`src/rtl/adc_serial_capture.sv`:
```
// adc_serial_capture: drives CS/SCLK of a serial ADC and captures 16-bit frames.
// Ports: clk, rst (async active-low), sample_tick, sdata -> cs_n, sclk, sample[11:0],
//        sample_valid (1-cycle pulse), overrun (1-cycle pulse on a dropped request).
module adc_serial_capture #(
    parameter int SCLK_HALF = 4,
    parameter int QUIET_CYC = 4
) (
    input  logic        clk,
    input  logic        rst,
    input  logic        sample_tick,
    input  logic        sdata,
    output logic        cs_n,
    output logic        sclk,
    output logic [11:0] sample,
    output logic        sample_valid,
    output logic        overrun
);

    typedef enum logic [2:0] {
        IDLE,
        SETUP,
        SHIFT,
        DONE,
        QUIET
    } state_t;

    localparam logic [12:0] SETUP_LAST = 13'(SCLK_HALF - 1);
    localparam logic [12:0] SHIFT_LAST = 13'(32 * SCLK_HALF - 1);
    localparam logic [12:0] QUIET_LAST = 13'(QUIET_CYC - 1);
    localparam logic [7:0]  HALF_LAST  = 8'(SCLK_HALF - 1);

    state_t      state;
    logic        tick_q;
    logic        rise;
    logic [12:0] cnt;
    logic [7:0]  hc;
    logic [15:0] shift;

    assign rise = sample_tick & ~tick_q;

    always_ff @(posedge clk or negedge rst) begin
        if (!rst) begin
            state        <= IDLE;
            tick_q       <= 1'b1;
            cnt          <= '0;
            hc           <= '0;
            shift        <= '0;
            cs_n         <= 1'b1;
            sclk         <= 1'b1;
            sample       <= '0;
            sample_valid <= 1'b0;
            overrun      <= 1'b0;
        end else begin
            tick_q       <= sample_tick;
            sample_valid <= 1'b0;
            // requests are never queued: any rise outside IDLE is dropped
            overrun      <= rise && (state != IDLE);
            case (state)
                IDLE: begin
                    if (rise) begin
                        state <= SETUP;
                        cs_n  <= 1'b0;
                        cnt   <= '0;
                    end
                end
                SETUP: begin
                    if (cnt == SETUP_LAST) begin
                        state <= SHIFT;
                        sclk  <= 1'b0;
                        cnt   <= '0;
                        hc    <= '0;
                    end else begin
                        cnt <= cnt + 13'd1;
                    end
                end
                SHIFT: begin
                    if (cnt == SHIFT_LAST) begin
                        // sclk is already high here after its 16th rise
                        state        <= DONE;
                        cs_n         <= 1'b1;
                        sample       <= shift[11:0];
                        sample_valid <= 1'b1;
                        cnt          <= '0;
                    end else begin
                        cnt <= cnt + 13'd1;
                        if (hc == HALF_LAST) begin
                            hc   <= '0;
                            sclk <= ~sclk;
                            // capture on the low->high sclk transition
                            if (!sclk) begin
                                shift <= (shift << 1) | 16'(sdata);
                            end
                        end else begin
                            hc <= hc + 8'd1;
                        end
                    end
                end
                DONE: begin
                    state <= QUIET;
                    cnt   <= '0;
                end
                QUIET: begin
                    if (cnt == QUIET_LAST) begin
                        state <= IDLE;
                    end else begin
                        cnt <= cnt + 13'd1;
                    end
                end
                default: begin
                    state <= IDLE;
                end
            endcase
        end
    end

endmodule

```
`config.mk`:
```
export PLATFORM = sky130hd
export DESIGN_NAME = adc_serial_capture
export DESIGN_NICKNAME = d
export VERILOG_FILES = /design/src/rtl/adc_serial_capture.sv
export SDC_FILE = /design/constraint.sdc
export NUM_CORES = 1
export LEC_CHECK = 0
export CAP_MARGIN = 40
export CORE_MARGIN = 2
export CORE_UTILIZATION = 45
export CTS_CLUSTER_SIZE = 16
export DETAILED_ROUTE_END_ITERATION = 8
export GPL_TIMING_DRIVEN = 0
export PLACE_DENSITY = 0.71
export RECOVER_POWER = 50
export SLEW_MARGIN = 15
export SYNTH_ARGS = -nofsm -noshare
export SYNTH_HDL_FRONTEND = slang
export SYNTH_SLANG_ARGS = --single-unit
```
`constraint.sdc`:
```
create_clock -name clk -period 2.6 [get_ports clk]
set_input_delay 0.39 -clock clk [delete_from_list [all_inputs] [get_ports clk]]
set_output_delay 0.39 -clock clk [all_outputs]
set_load 0.005 [all_outputs]
```
Yosys cells after proc, flatten, opt, wreduce, memory -nomap -nowiden
Index checks and enable logic that the tools add are counted.
{"block": "word_totals", "ff_bits": 53, "in_bits": 4, "out_inout_bits": 16, "wordCells": 67}
{"block": "classes", "n_addsub": 2, "eq_ne": 14, "n_mux": 23, "bitwise_logic": 5, "n_reduce_logical": 13}
{"operator": "$pmux W13 S5", "n": 1}
{"operator": "$mux W13", "n": 4}
{"operator": "$mux W8", "n": 3}
{"operator": "$pmux W8 S2", "n": 1}
{"operator": "$pmux W3 S5", "n": 1}
{"operator": "$ne A2 B2 Y1 const B", "n": 7}
{"operator": "$add A13 B1 Y13 const B", "n": 1}
{"operator": "$eq A13 B2 Y1 const B", "n": 1}
{"operator": "$eq A13 B7 Y1 const B", "n": 1}
{"operator": "$mux W3", "n": 4}
{"operator": "$or A12 B1 Y12", "n": 1}
{"operator": "$reduce_and A4 Y1", "n": 3}
{"operator": "$reduce_and A3 Y1", "n": 3}
{"operator": "$add A8 B1 Y8 const B", "n": 1}
{"operator": "$eq A8 B2 Y1 const B", "n": 1}
{"operator": "$mux W1", "n": 7}
{"operator": "$eq A3 B2 Y1 const B", "n": 2}
{"operator": "$reduce_bool A5 Y1", "n": 1}
{"operator": "$pmux W1 S2", "n": 2}
{"operator": "$reduce_bool A2 Y1", "n": 2}
{"operator": "$eq A3 B1 Y1 const B", "n": 1}
{"operator": "$eq A3 B3 Y1 const B", "n": 1}
{"operator": "$logic_not A3 Y1", "n": 1}
{"operator": "$not A1 Y1", "n": 3}
{"operator": "other kinds (4)", "n": 4}

Depth between registers and ports, before layout
{"block": "logic_depth", "depth_word": 4, "ltp_mapped": 7, "depth_no_buf": 6}

Worst setup path after synthesis
Ideal clock, no wire load.
{"block": "synth_path", "kind": "register to register", "start": "register hc[0]", "end": "register shift[10]", "setup_time_ns": 0.125, "arrival_time_ns": 1.951, "required_time_ns": 2.475, "slack_ns": 0.524, "path_stages_with_launch": 7, "n_path_buf": 1, "synth_period_minus_slack_ns": 2.076, "path_cell_list": "dfrtp_1 > ha_1 > or2b_1 > nor4_4 > nor4b_4 > buf_4 > mux2_2"}
{"block": "synth_between", "elab_chain_cells": 2}
{"element": "start, declared", "line": "36", "source": "logic [7:0] hc;"}
{"element": "start signal, assigned", "line": "94", "source": "hc <= hc + 8'd1;"}
{"element": "$eq A8 B2 Y1", "line": "86", "source": "if (hc == HALF_LAST) begin"}
{"element": "$reduce_and A4 Y1 (no source line)"}
{"element": "end signal, assigned", "line": "91", "source": "shift <= (shift << 1) | 16'(sdata);"}
{"element": "end, declared", "line": "37", "source": "logic [15:0] shift;"}
Every way passes these cells.
A chain may end at the register's enable or synchronous reset.

Worst setup path after layout
{"block": "layout_path", "start": "register hc[0]", "end": "register shift[9]"}
Same word-level chain as after synthesis.

==> impl_metrics.csv <==
group,metric,value,unit
timing,maxSlewViolCount,0,
clock_network,cts_root_buf,"clkbuf_8",
critical_path,critPathKind,"reg -> reg",
clock_network,cts_tree,"yes",
routing,first_pass_iters,4,
placement,dp_hpwl,3.26,mm
clock_network,insertion_delay,0.32,ns
clock_network,h-tree-depth,2,
clock_network,post_cts_buffers,0,
clock_network,cts-resized-gates,0,
timing,hold_violations,0,
clock_network,holdBufCountCts,0,
critical_path,rr_startpoint,"hc[0]",
floorplanning,num_rows,27,
critical_path,crit_family,"simple AND/OR/NAND/NOR gates",
clock_network,cts.sinks,53,
critical_path,critPathMaxFanout,10,
floorplanning,die_w,79.4,um
outcome,status,"complete, no violations",
power_and_ir_drop,power,1.34,mW
synthesis,synth_mux_area_frac,0.110,
critical_path,worstPathCellList,"ha_1 > or2b_1 > nor4_4 > nor4b_4 > buf_4 > mux2_2",
timing,final.setup.tns,0,ns
power_and_ir_drop,p_switching,313,uW
critical_path,critical_path_buf_inv_count,1,
timing,setup_violations,0,
finish,drive_gt1_frac,0.238,
synthesis,synth-adder-area-share,0.00978,
placement,dp_slack,0.324,ns
finish,nets,257,
clock_network,clk_pin_slew,0.10,ns
power_and_ir_drop,netSwitchingFraction,0.233,
critical_path,cp.required,2.81,ns
routing,drt.antenna.violating_nets,0,
floorplanning,initial_utilization,0.464,
synthesis,syn_inst,224,
placement,numPortBuffers,19,
power_and_ir_drop,p_per_area,457,nW/um2
clock_network,ctsLongestPathBuffers,2,
critical_path,cp-start-kind,"flip-flop",
global_routing,globalRouteTotalUtil,0.165,
timing,fin_crit,2.29,ns
synthesis,synth_top_family_by_area,"simple AND/OR/NAND/NOR gates",
synthesis,avgSynthCellArea,11.4,um2
routing,num_vias,1831,
synthesis,synth_cell_types,46,
timing,fmax,437,MHz
synthesis,synth_fp_nets,230,
floorplanning,dieHeight,79.4,um
finish,n_fill_cell,475,
routing,drt_iter0_markers,103,
floorplanning,die_area,6300,um2
floorplanning,ios,20,
finish,area_growth,14.6,%
synthesis,synthFlopType,"dfrtp_1",
power_and_ir_drop,p_clk_frac,0.366,
synthesis,ys_seq_elements,53,
power_and_ir_drop,p_leak,1.30,nW
synthesis,netlist_area,2560,um2
power_and_ir_drop,power.internal,1.03,mW
critical_path,slowest_delay,0.42,ns
synthesis,ys.warnings.count,0,
routing,drc,0,
synthesis,synth_edf_count,0,
worst_hold_path,hold_path_class,"in -> async",
finish,antenna_cells,0,
critical_path,worst_path_max_delay_cell,"dfrtp_1",
timing,worstMarginPinSlew,1.29,ns
synthesis,ys_async_sr_fraction,1.00,
global_routing,antenna_found_initial,0,
synthesis,yosysSeqAreaShare,0.520,
synthesis,synth_compound_area_frac,0.127,
routing,wirelength,4.78,mm
floorplanning,coreArea,5510,um2
global_routing,grt_pass1_vias,1708,
global_routing,grt_pass1_wl,8.09,mm
routing,via_per_inst,5.65,
power_and_ir_drop,combPwrFrac,0.017,
timing,fin_crit_sh,0.879,
global_routing,grt_max_degree,54,
timing,finClkSkew,0.0116,ns
critical_path,endpoint_kind,"flip-flop",
timing,rsz0062_at_grt,"no",
placement,place_congestion,0.820,
synthesis,yosys.area_share.simple,0.212,
power_and_ir_drop,max-vdd-ir-drop,0.255,mV
clock_network,cts_made_buffers,5,
job,cap_violations,0,
synthesis,synth_xor_area_frac,0,
timing,relSlewSlack,0.137,
power_and_ir_drop,p_seq_frac,0.617,
timing,worst_slack,0.314,ns
critical_path,crit_arrival,2.50,ns
critical_path,crit_start,"hc[0]",
routing,post_drt_wl_per_cell,14.8,um
global_routing,overflow,0,
-- sequential cells by signal, summed over array words and instances (netlist names), 3 cells and up --
name / flops
state: 3
cnt: 13
sample: 12
hc: 8
shift: 12
-- path summary, 6_finish.rpt --
path / slack, ns / to / depth (start not counted)
worst max-delay path: 0.31 / shift[9] / 6
worst max register to register: 0.31 / shift[9] / 6
worst min-delay path: 0.34 / hc[4] / 1
min in group clk: 0.51 / sample[3] / 1
max in group asynchronous: 1.48 / sample[2] / 1
worst min register to register: 0.51 / sample[3] / 1
-- synthesized netlist by cell type, types with 2 or more instances --
| cell type | n | share of area |
|---|---|---|
| a21oi_1 | 5 | 0.0098 |
| a31o_2 | 7 | 0.024 |
| a31oi_1 | 2 | 0.0049 |
| a41oi_1 | 2 | 0.0069 |
| and2_1 | 2 | 0.0049 |
| and3_1 | 5 | 0.012 |
| and3_2 | 2 | 0.0059 |
| buf_4 | 3 | 0.0088 |
| dfrtp_1 | 50 | 0.49 |
| dfstp_2 | 3 | 0.031 |
| ha_1 | 2 | 0.0098 |
| inv_1 | 3 | 0.0044 |
| mux2_2 | 24 | 0.11 |
| nand2_1 | 16 | 0.023 |
| nand2b_1 | 5 | 0.012 |
| nand3_1 | 16 | 0.031 |
| nor2_1 | 18 | 0.026 |
| nor3_1 | 10 | 0.020 |
| nor3b_1 | 3 | 0.0088 |
| nor4_4 | 2 | 0.017 |
| o21a_1 | 2 | 0.0059 |
| o21ai_0 | 13 | 0.025 |
| o31ai_1 | 5 | 0.015 |
| o32ai_1 | 2 | 0.0069 |
-- metrics by stage --
stage / hold slack, ns / utilization / instances / instance area [um2]
global placement: 0.488 / 0.515 / 315 / 2840
floorplan: 0.0944 / - / 224 / 2560
CTS: 0.114 / 0.532 / 323 / 2930
detailed placement: 0.472 / 0.515 / 315 / 2840
global route: 0.443 / 0.532 / 324 / 2930
finish: 0.336 / 0.532 / 324 / 2930
-- worst reg2reg max path, delay by kind of cell (launching register included) --
| kind | cells | cell delay, ns |
|---|---|---|
| DFF | 1 | 0.42 |
| adders and majority gates | 1 | 0.22 |
| and+or+nand+nor | 3 | 0.94 |
| muxes | 1 | 0.35 |
| buffers and inverters | 1 | 0.24 |
-- final cells by class --
cell class,instances,area (um2),area share
clock buffers,5,68.8,0.0235
flip-flops and latches,53,1330,0.454
plain buffers,6,42.5,0.0145
clock inverters,3,25.0,0.00854
well taps,72,90.1,0.0307
repair buffers,20,190,0.0649
multi-input cells,162,1170,0.400
inverters,3,11.3,0.00384
-- metal layers --
metal,vias to the layer above,track usage,part of all wire
met3,8,0.0305,0.025
met1,902,0.226,0.49
li1,896,-,-
met2,25,0.257,0.46
met5,-,0,0
met4,0,0.0724,0.021
-- cells by family (layout without fill, tap and decap cells) --
logic type / Yosys count / in the layout
simple gates: 91 / 91
flops: 53 / 53
compound gates: 44 / 44
mux: 25 / 25
buf+inv: 9 / 37
fa+ha+maj: 2 / 2
-- layout by cell type, fill, tap and decap left out, drive strengths merged, types with 3 or more instances in the layout --
master	n
a21oi	5
inv	5
and3	7
clkdlybuf4s50	11
clkbuf	8
nand2b	5
mux2	24
nor3	10
o21ai	13
nor3b	3
buf	5
dfstp	3
nor2	18
dlygate4sd3	7
o31ai	5
nand2	16
a31o	7
dfrtp	50
nor4	3
nand3	16
-- power groups by stage --
| stage | Combinational (mW) | Sequential, mW | Clock [mW] |
|---|---|---|---|
| 2_1_floorplan | 0.00202 | 0.843 | 0 |
| 3_3_place_gp | 0.0257 | 0.843 | 0 |
| 3_5_place_dp | 0.0255 | 0.842 | 0 |
| 4_1_cts | 0.0255 | 0.826 | 0.511 |
| 5_1_grt | 0.0267 | 0.827 | 0.545 |
| 6_report | 0.0228 | 0.826 | 0.491 |
No activity file was read; power rests on OpenSTA's default activity.
